===== src/rtl/chaining_record_table.sv =====
// ---------------------------------------------------------------------------
// chaining_record_table
//
// Chaining scoreboard plus round-robin arbiter for the single shared VRF read
// port. Each entry records an in-flight writer: destination group, its
// instruction index and which element groups it has written so far. Every
// cycle each pending reader is checked against all live entries. The read
// port is then granted to one hazard-free reader, round-robin.
//
// Handshake: read_ready is a combinational, one-hot-or-zero grant. A reader
// presenting read_valid is served in the cycle its read_ready bit is high.
// There is no back-pressure on the grant. alloc is taken when
// alloc_valid & alloc_ready, where alloc_ready reflects registered state only.
//
// Ports
//   clock, reset        rising-edge clock, async active-low reset
//   alloc_*             allocate a record (vd, vd_valid, instIndex)
//   write_*             OR an element-group mask into a live record
//   retire_*            free the live record with the given index
//   read_valid/vs/offset/instIndex  per-reader pending VRF read
//   read_ready          grant, one-hot-or-zero
//   record_count        number of live records
//   error               sticky: duplicate alloc or retire of absent index
// ---------------------------------------------------------------------------
module chaining_record_table #(
    parameter int NR_RECORDS = 4,
    parameter int NR_READERS = 2
) (
    input  logic                      clock,
    input  logic                      reset,
    input  logic                      alloc_valid,
    output logic                      alloc_ready,
    input  logic                      alloc_vd_valid,
    input  logic [4:0]                alloc_vd,
    input  logic [2:0]                alloc_instIndex,
    input  logic                      write_valid,
    input  logic [2:0]                write_instIndex,
    input  logic [15:0]               write_elementMask,
    input  logic                      retire_valid,
    input  logic [2:0]                retire_instIndex,
    input  logic [NR_READERS-1:0]     read_valid,
    input  logic [5*NR_READERS-1:0]   read_vs,
    input  logic [NR_READERS-1:0]     read_offset,
    input  logic [3*NR_READERS-1:0]   read_instIndex,
    output logic [NR_READERS-1:0]     read_ready,
    output logic [3:0]                record_count,
    output logic                      error
);

    localparam int EW = $clog2(NR_RECORDS);
    localparam int PW = (NR_READERS > 1) ? $clog2(NR_READERS) : 1;

    logic [NR_RECORDS-1:0] r_valid;
    logic [NR_RECORDS-1:0] r_vd_valid;
    logic [4:0]            r_vd   [NR_RECORDS];
    logic [2:0]            r_idx  [NR_RECORDS];
    logic [15:0]           r_mask [NR_RECORDS];
    logic [PW-1:0]         r_rr_ptr;
    logic                  r_error;

    logic                  w_alloc_ready;
    logic                  w_alloc_fire;
    logic                  w_dup;
    logic [EW-1:0]         w_free_idx;
    logic [NR_RECORDS-1:0] w_retire_hit;
    logic [NR_RECORDS-1:0] w_write_hit;
    logic [NR_READERS-1:0] w_elig;
    logic [NR_READERS-1:0] w_grant;
    logic                  w_found;
    logic [PW-1:0]         w_winner;
    logic [PW-1:0]         w_rr_next;
    logic [3:0]            w_count;

    // Wrap-around age compare on 3-bit instruction indices.
    function automatic logic older(input logic [2:0] r, input logic [2:0] e);
        return (r == e) || (((r[1:0] < e[1:0]) ^ r[2] ^ e[2]) != 1'b0);
    endfunction

    // True when this entry still owes the reader's element group.
    // A destination group spans 16 element groups starting at vd[2:0]*2 and
    // may spill into the next register bank; the position is (g - start)
    // mod 16 in both the in-bank and spill cases.
    function automatic logic entry_blocks(
        input logic [4:0]  vs,
        input logic        off,
        input logic [2:0]  ridx,
        input logic        live,
        input logic [4:0]  vd,
        input logic [2:0]  eidx,
        input logic [15:0] mask
    );
        logic [3:0] g;
        logic [3:0] start;
        logic [3:0] pos;
        logic [1:0] next_bank;
        logic       covered;
        g         = {vs[2:0], off};
        start     = {vd[2:0], 1'b0};
        pos       = g - start;
        next_bank = vd[4:3] + 2'd1;
        covered   = ((vs[4:3] == vd[4:3]) && (g >= start)) ||
                    ((vs[4:3] == next_bank) && (g < start));
        return live && (eidx != ridx) && !older(ridx, eidx) && covered && !mask[pos];
    endfunction

    // Table bookkeeping
    always_comb begin
        w_alloc_ready = ~&r_valid;
        w_free_idx    = '0;
        w_dup         = 1'b0;
        w_retire_hit  = '0;
        w_write_hit   = '0;
        w_count       = '0;
        for (int i = NR_RECORDS - 1; i >= 0; i--) begin
            if (!r_valid[i]) w_free_idx = EW'(i);
        end
        for (int i = 0; i < NR_RECORDS; i++) begin
            if (r_valid[i] && (r_idx[i] == alloc_instIndex)) w_dup = 1'b1;
            w_retire_hit[i] = retire_valid && r_valid[i] && (r_idx[i] == retire_instIndex);
            w_write_hit[i]  = write_valid && r_valid[i] && (r_idx[i] == write_instIndex);
            w_count         = w_count + 4'(r_valid[i]);
        end
        w_alloc_fire = alloc_valid && w_alloc_ready;
    end

    // Hazard check per reader against every entry
    always_comb begin
        w_elig = '0;
        for (int rd = 0; rd < NR_READERS; rd++) begin
            w_elig[rd] = read_valid[rd];
            for (int e = 0; e < NR_RECORDS; e++) begin
                if (entry_blocks(read_vs[5*rd +: 5], read_offset[rd],
                                 read_instIndex[3*rd +: 3],
                                 r_valid[e] && r_vd_valid[e],
                                 r_vd[e], r_idx[e], r_mask[e]))
                    w_elig[rd] = 1'b0;
            end
        end
    end

    // Round-robin pick: first eligible reader at or after r_rr_ptr
    always_comb begin
        w_found  = 1'b0;
        w_winner = '0;
        w_grant  = '0;
        for (int k = 0; k < NR_READERS; k++) begin
            if (!w_found && w_elig[(int'(r_rr_ptr) + k) % NR_READERS]) begin
                w_found  = 1'b1;
                w_winner = PW'((int'(r_rr_ptr) + k) % NR_READERS);
            end
        end
        if (w_found) w_grant[w_winner] = 1'b1;
        w_rr_next = (w_winner == PW'(NR_READERS - 1)) ? '0 : w_winner + PW'(1);
    end

    always_ff @(posedge clock or negedge reset) begin
        if (!reset) begin
            r_valid    <= '0;
            r_vd_valid <= '0;
            r_rr_ptr   <= '0;
            r_error    <= 1'b0;
            for (int i = 0; i < NR_RECORDS; i++) begin
                r_vd[i]   <= '0;
                r_idx[i]  <= '0;
                r_mask[i] <= '0;
            end
        end else begin
            // Retire takes priority over a same-cycle write to the entry.
            for (int i = 0; i < NR_RECORDS; i++) begin
                if (w_retire_hit[i])
                    r_valid[i] <= 1'b0;
                else if (w_write_hit[i])
                    r_mask[i] <= r_mask[i] | write_elementMask;
            end
            // The free slot is never the target of a retire or write hit.
            if (w_alloc_fire && !w_dup) begin
                r_valid[w_free_idx]    <= 1'b1;
                r_vd_valid[w_free_idx] <= alloc_vd_valid;
                r_vd[w_free_idx]       <= alloc_vd;
                r_idx[w_free_idx]      <= alloc_instIndex;
                r_mask[w_free_idx]     <= '0;
            end
            if ((w_alloc_fire && w_dup) || (retire_valid && (w_retire_hit == '0)))
                r_error <= 1'b1;
            if (w_found)
                r_rr_ptr <= w_rr_next;
        end
    end

    assign alloc_ready  = w_alloc_ready;
    assign read_ready   = w_grant;
    assign record_count = w_count;
    assign error        = r_error;

endmodule


===== config.mk =====
export PLATFORM = sky130hd
export DESIGN_NAME = chaining_record_table
export DESIGN_NICKNAME = d
export VERILOG_FILES = /design/src/rtl/chaining_record_table.sv
export SDC_FILE = /design/constraint.sdc
export NUM_CORES = 1
export LEC_CHECK = 0
export ABC_AREA = 1
export BUFFER_PORTS_ARGS = -buffer_cell sky130_fd_sc_hd__buf_2
export CAP_MARGIN = 20
export CORE_ASPECT_RATIO = 2
export CORE_MARGIN = 4
export CORE_UTILIZATION = 55
export CTS_CLUSTER_DIAMETER = 30
export DETAILED_ROUTE_END_ITERATION = 8
export GPL_ROUTABILITY_DRIVEN = 0
export MAX_ROUTING_LAYER = met4
export PLACE_DENSITY_LB_ADDON = 0.1
export SLEW_MARGIN = 20
export SYNTH_ARGS = -nofsm -noshare
export SYNTH_HDL_FRONTEND = slang
export SYNTH_SLANG_ARGS = --single-unit
export TNS_END_PERCENT = 50

===== constraint.sdc =====
create_clock -name clock -period 1.7 [get_ports clock]
set_input_delay 0.17 -clock clock [delete_from_list [all_inputs] [get_ports clock]]
set_output_delay 0.17 -clock clock [all_outputs]
set_load 0.005 [all_outputs]

==> report_table.html <==
<table>
<tr><th>Metric</th><th>Value</th></tr>
<tr><th colspan="2">Synthesis</th></tr>
<tr><td>Gate count of the mapped netlist</td><td>1267</td></tr>
<tr><td>Mapped Area</td><td>8490 um2</td></tr>
<tr><td>Synth cell types</td><td>38</td></tr>
<tr><td>Flop and latch count out of synthesis</td><td>106</td></tr>
<tr><td>Warnings from Yosys</td><td>0</td></tr>
<tr><td>Post-Synthesis Net Count</td><td>1375</td></tr>
<tr><td>Post-Syn Area per Cell</td><td>6.70 um2</td></tr>
<tr><td>Share of synthesized area occupied by flip-flops and latches</td><td>31.2%</td></tr>
<tr><th colspan="2">Final layout</th></tr>
<tr><td>Commonest non-fill, non-tap cell in the layout</td><td>sky130_fd_sc_hd__nand2_1</td></tr>
<tr><td>Antenna Cells</td><td>0</td></tr>
<tr><td># nets final</td><td>1559</td></tr>
<tr><td>Post-route cell area</td><td>11300 um2</td></tr>
<tr><td>Fraction of final layout cells with drive strength greater than 1</td><td>27.5%</td></tr>
<tr><td>Most used cells in the layout excluding fill and tap cells</td><td>sky130_fd_sc_hd__nand2_1, sky130_fd_sc_hd__inv_1, sky130_fd_sc_hd__nand3_1</td></tr>
<tr><td>Area growth from synthesis to layout</td><td>32.9%</td></tr>
<tr><th colspan="2">Pwr</th></tr>
<tr><td>Post-route total power</td><td>20.8 mW</td></tr>
<tr><td>Largest vdd supply drop</td><td>1.68 mV</td></tr>
<tr><td>Power density over cell area</td><td>1840 nW/um2</td></tr>
<tr><td>Leakage power total</td><td>6.23 nW</td></tr>
<tr><th colspan="2">CTS</th></tr>
<tr><td>Clock tree from TritonCTS</td><td>done</td></tr>
<tr><td>Clock Path Buffers</td><td>2</td></tr>
<tr><td>Clock Tree Root</td><td>sky130_fd_sc_hd__clkbuf_16</td></tr>
<tr><td>Clock-pin transition on the worst setup and hold timing paths</td><td>0.08 ns</td></tr>
<tr><td>Clock latency reported for the late side of the worst-skew pair</td><td>0.37 ns</td></tr>
<tr><td>H-tree lvl count</td><td>3</td></tr>
<tr><td>Clock buffers created by TritonCTS</td><td>9</td></tr>
<tr><td>CTS Sinks</td><td>106</td></tr>
<tr><th colspan="2">Worst setup path</th></tr>
<tr><td>Setup crit start kind</td><td>flip-flop</td></tr>
<tr><td>CP Capture Type</td><td>primary output</td></tr>
<tr><td>Beginning of the critical path</td><td>r_vd[15]$_DFFE_PN0P_</td></tr>
<tr><td>Critical setup path kind</td><td>reg2out</td></tr>
<tr><td>WP data required</td><td>1.53 ns</td></tr>
<tr><td>Arrival @ worst endpoint</td><td>2.45 ns</td></tr>
<tr><td>Maximum fanout encountered on the critical timing path</td><td>3</td></tr>
<tr><td>Worst reg2reg path startpoint</td><td>r_idx[7]$_DFFE_PN0P_</td></tr>
<tr><th colspan="2">Run</th></tr>
<tr><td>Max-capacitance violation count</td><td>0</td></tr>
<tr><th colspan="2">GRT</th></tr>
<tr><td>GR met3 Demand/Resource</td><td>6.47%</td></tr>
<tr><td>Total congestion overflow after global routing</td><td>0</td></tr>
<tr><td>Layer with the highest usage after global routing</td><td>met2</td></tr>
<tr><td>Total global-route track usage</td><td>38.9%</td></tr>
<tr><td>Number of antenna violations at the first check in global routing</td><td>0</td></tr>
<tr><td>Maximum number of pins on one net before global-route repair</td><td>46</td></tr>
<tr><td>GR Util met1</td><td>35.7%</td></tr>
<tr><td>First-pass GRT wire length</td><td>49.9 mm</td></tr>
<tr><td>Global routing usage on met2</td><td>63.6%</td></tr>
<tr><td>Vias in the first global route</td><td>9763</td></tr>
<tr><th colspan="2">Status</th></tr>
<tr><td>Status</td><td>finished with violations</td></tr>
<tr><td>Violated checks</td><td>negative setup slack</td></tr>
<tr><th colspan="2">STA</th></tr>
<tr><td>Final Critical Period</td><td>2.62 ns</td></tr>
<tr><td>Setup WS post-layout</td><td>-0.924 ns</td></tr>
<tr><td>Final clock period utilization by the worst path</td><td>154%</td></tr>
<tr><td>Max-slew violations</td><td>0</td></tr>
<tr><td>Worst clock skew on the final layout</td><td>0.0158 ns</td></tr>
<tr><td>FMAX</td><td>0.381 GHz</td></tr>
<tr><td>Count of endpoints failing setup in the final report</td><td>111</td></tr>
<tr><td>RSZ-0062 raised after global routing</td><td>yes</td></tr>
<tr><td>Hold violation total from the final report</td><td>0</td></tr>
<tr><th colspan="2">Drt</th></tr>
<tr><td>Avg WL per Cell</td><td>19.5 um</td></tr>
<tr><td>WL final</td><td>32.2 mm</td></tr>
<tr><td>Number of optimization iterations in the first detailed-route pass</td><td>6</td></tr>
<tr><td>DRC violations left</td><td>0</td></tr>
<tr><td>Total via count in the routed design</td><td>9504</td></tr>
<tr><td>Post-DR vias/cell</td><td>5.75</td></tr>
<tr><td>Detail Route Antenna Nets</td><td>0</td></tr>
<tr><td>Number of violations reported at the end of detailed-routing iteration 0</td><td>625</td></tr>
<tr><th colspan="2">Place</th></tr>
<tr><td>Worst setup slack before clock tree synthesis</td><td>-0.585 ns</td></tr>
<tr><td>DP Wirelength</td><td>24.0 mm</td></tr>
<tr><td>Input/output buffers</td><td>62</td></tr>
<tr><td>Dpl cell area</td><td>10000 um2</td></tr>
<tr><th colspan="2">Floorplan</th></tr>
<tr><td>Site Rows</td><td>64</td></tr>
<tr><td>Die Wd</td><td>95.9 um</td></tr>
<tr><td>Full die area</td><td>17600 um2</td></tr>
<tr><td>Placeable Area</td><td>15200 um2</td></tr>
<tr><td>Die height</td><td>184 um</td></tr>
<tr><td>I/O pins</td><td>64</td></tr>
<tr><td>Initial core utilization</td><td>55.8%</td></tr>
<tr><th colspan="2">Worst hold path</th></tr>
<tr><td>Worst hold path class</td><td>in2reg</td></tr>
<tr><td>Worst hold path startpoint</td><td>alloc_vd_valid</td></tr>
</table>
stage by stage:
stage	hold WS [ns]	TNS, ns	util, %	cells
final	0.0855	-68.12	74.2	1653
after global routing	0.106	-78.46	74.2	1653
after CTS	0.0857	-61.83	71.3	1646
after detailed placement	0.0876	-25.41	65.8	1609
after global placement	0.0832	-22.70	65.8	1609
after floorplan	-0.126	-2.28	-	1267
cell type report:
| class | instances | area [um2] |
|---|---|---|
| fillers | 1279 | 3930 |
| multi-input cells | 859 | 5050 |
| clock inverters | 6 | 91.3 |
| repair buffers | 223 | 2070 |
| clock buffers | 9 | 225 |
| flip-flops and latches | 106 | 2660 |
| inverters | 252 | 946 |
| well taps | 198 | 248 |
registers in the layout (all words and copies together), names as in the netlist:
signal,flops
r_idx,12
r_mask,64
error,1
r_vd_valid,4
r_valid,4
r_rr_ptr,1
r_vd,20
Yosys cell counts:
master                      instances  area share, %
sky130_fd_sc_hd__nor2_2             1          0.074
sky130_fd_sc_hd__nand3_1          125            7.4
sky130_fd_sc_hd__inv_1            230             10
sky130_fd_sc_hd__o21bai_1           2           0.18
sky130_fd_sc_hd__clkinv_1           2          0.088
sky130_fd_sc_hd__xor2_1            12            1.2
sky130_fd_sc_hd__buf_6              4           0.53
sky130_fd_sc_hd__nand2b_1           1          0.074
sky130_fd_sc_hd__dfrtp_1          106             31
sky130_fd_sc_hd__ha_1              43            6.3
sky130_fd_sc_hd__buf_4              5           0.44
sky130_fd_sc_hd__buf_2             21            1.2
sky130_fd_sc_hd__o21ai_1            3           0.18
sky130_fd_sc_hd__and2_1             2           0.15
sky130_fd_sc_hd__o2111ai_1          4           0.41
sky130_fd_sc_hd__o21ai_2            1           0.10
sky130_fd_sc_hd__inv_2             20           0.88
sky130_fd_sc_hd__nand2_1          379             17
sky130_fd_sc_hd__o22ai_1           10           0.74
sky130_fd_sc_hd__fa_1               9            2.1
sky130_fd_sc_hd__nand3b_1           9           0.80
sky130_fd_sc_hd__nor3_4             1           0.19
sky130_fd_sc_hd__buf_8              3           0.53
sky130_fd_sc_hd__a21oi_1           35            2.1
sky130_fd_sc_hd__o211ai_1          15            1.3
sky130_fd_sc_hd__or2_2              2           0.15
sky130_fd_sc_hd__xnor2_1           17            1.8
sky130_fd_sc_hd__and3_1             1          0.074
sky130_fd_sc_hd__nor4_2             2           0.29
sky130_fd_sc_hd__nor3_1             3           0.18
sky130_fd_sc_hd__o21ai_0           80            4.7
sky130_fd_sc_hd__nor4_1             2           0.15
sky130_fd_sc_hd__nor2_1            38            1.7
sky130_fd_sc_hd__nor2b_1            2           0.15
sky130_fd_sc_hd__conb_1             1          0.044
sky130_fd_sc_hd__nand4_1           55            4.1
sky130_fd_sc_hd__nand3_4            4           0.83
sky130_fd_sc_hd__clkbuf_1          17           0.75
report_power, final:
part / total [mW] / internal, mW / switching [mW]
Clock: 2.32 / 1.29 / 1.03
Sequential: 4.48 / 3.61 / 0.864
Combinational: 14.0 / 6.20 / 7.83
critical path: stages (launching register included):
cell	delay (ns)
sky130_fd_sc_hd__dfrtp_1	0.38
sky130_fd_sc_hd__ha_2	0.18
sky130_fd_sc_hd__inv_2	0.04
sky130_fd_sc_hd__fa_1	0.52
sky130_fd_sc_hd__inv_1	0.07
sky130_fd_sc_hd__nand3_1	0.08
sky130_fd_sc_hd__nand3_1	0.10
sky130_fd_sc_hd__nand3_2	0.10
sky130_fd_sc_hd__nor2_2	0.04
sky130_fd_sc_hd__nor2_1	0.10
sky130_fd_sc_hd__buf_4	0.14
sky130_fd_sc_hd__nand3_2	0.09
sky130_fd_sc_hd__nand2_2	0.08
sky130_fd_sc_hd__inv_1	0.04
sky130_fd_sc_hd__buf_2	0.11
worst paths after layout:
kind | slack, ns | to | depth (start not counted)
worst max-delay path | -0.92 | read_ready[0] | 14
worst min-delay path | 0.09 | r_vd_valid[1]$_DFFE_PN0P_ | 3
worst max register to register | -0.74 | r_mask[5]$_DFF_PN0_ | 17
worst min register to register | 0.49 | r_vd_valid[3]$_DFFE_PN0P_ | 2
max in group asynchronous | 0.88 | r_idx[0]$_DFFE_PN0P_ | 3
min in group asynchronous | 0.24 | r_idx[7]$_DFFE_PN0P_ | 2
per-layer routing:
metal  part of all wire, %  vias to the layer above
met2                    50                      502
met3                   5.9                      249
li1                      -                     4390
met4                    13                        0
met5                     0                        -
met1                    31                     4363
kinds of logic after synthesis:
kind of cell / count (synthesis) / share of synthesized area [%]
XOR/XNOR: 29 / 2.99
flip-flops: 106 / 31.2
AND/OR/NAND/NOR: 627 / 32.9
buffers and inverters: 302 / 14.6
other: 1 / 0.0442
adder cells (fa/ha/maj): 52 / 8.46
AO/OA/AOI/OAI: 150 / 9.71
repair_timing:
action / in CTS / in global routing
endpoints found under the hold margin: 17 / 0
pin swaps: 10 / 43
resized for setup: 75 / 130
cloned: 7 / 2
hold buffers: 1 / 0
buffers inserted: 15 / 9
endpoints found under the setup margin: 111 / 111
Power figures use the tool's default switching activity.
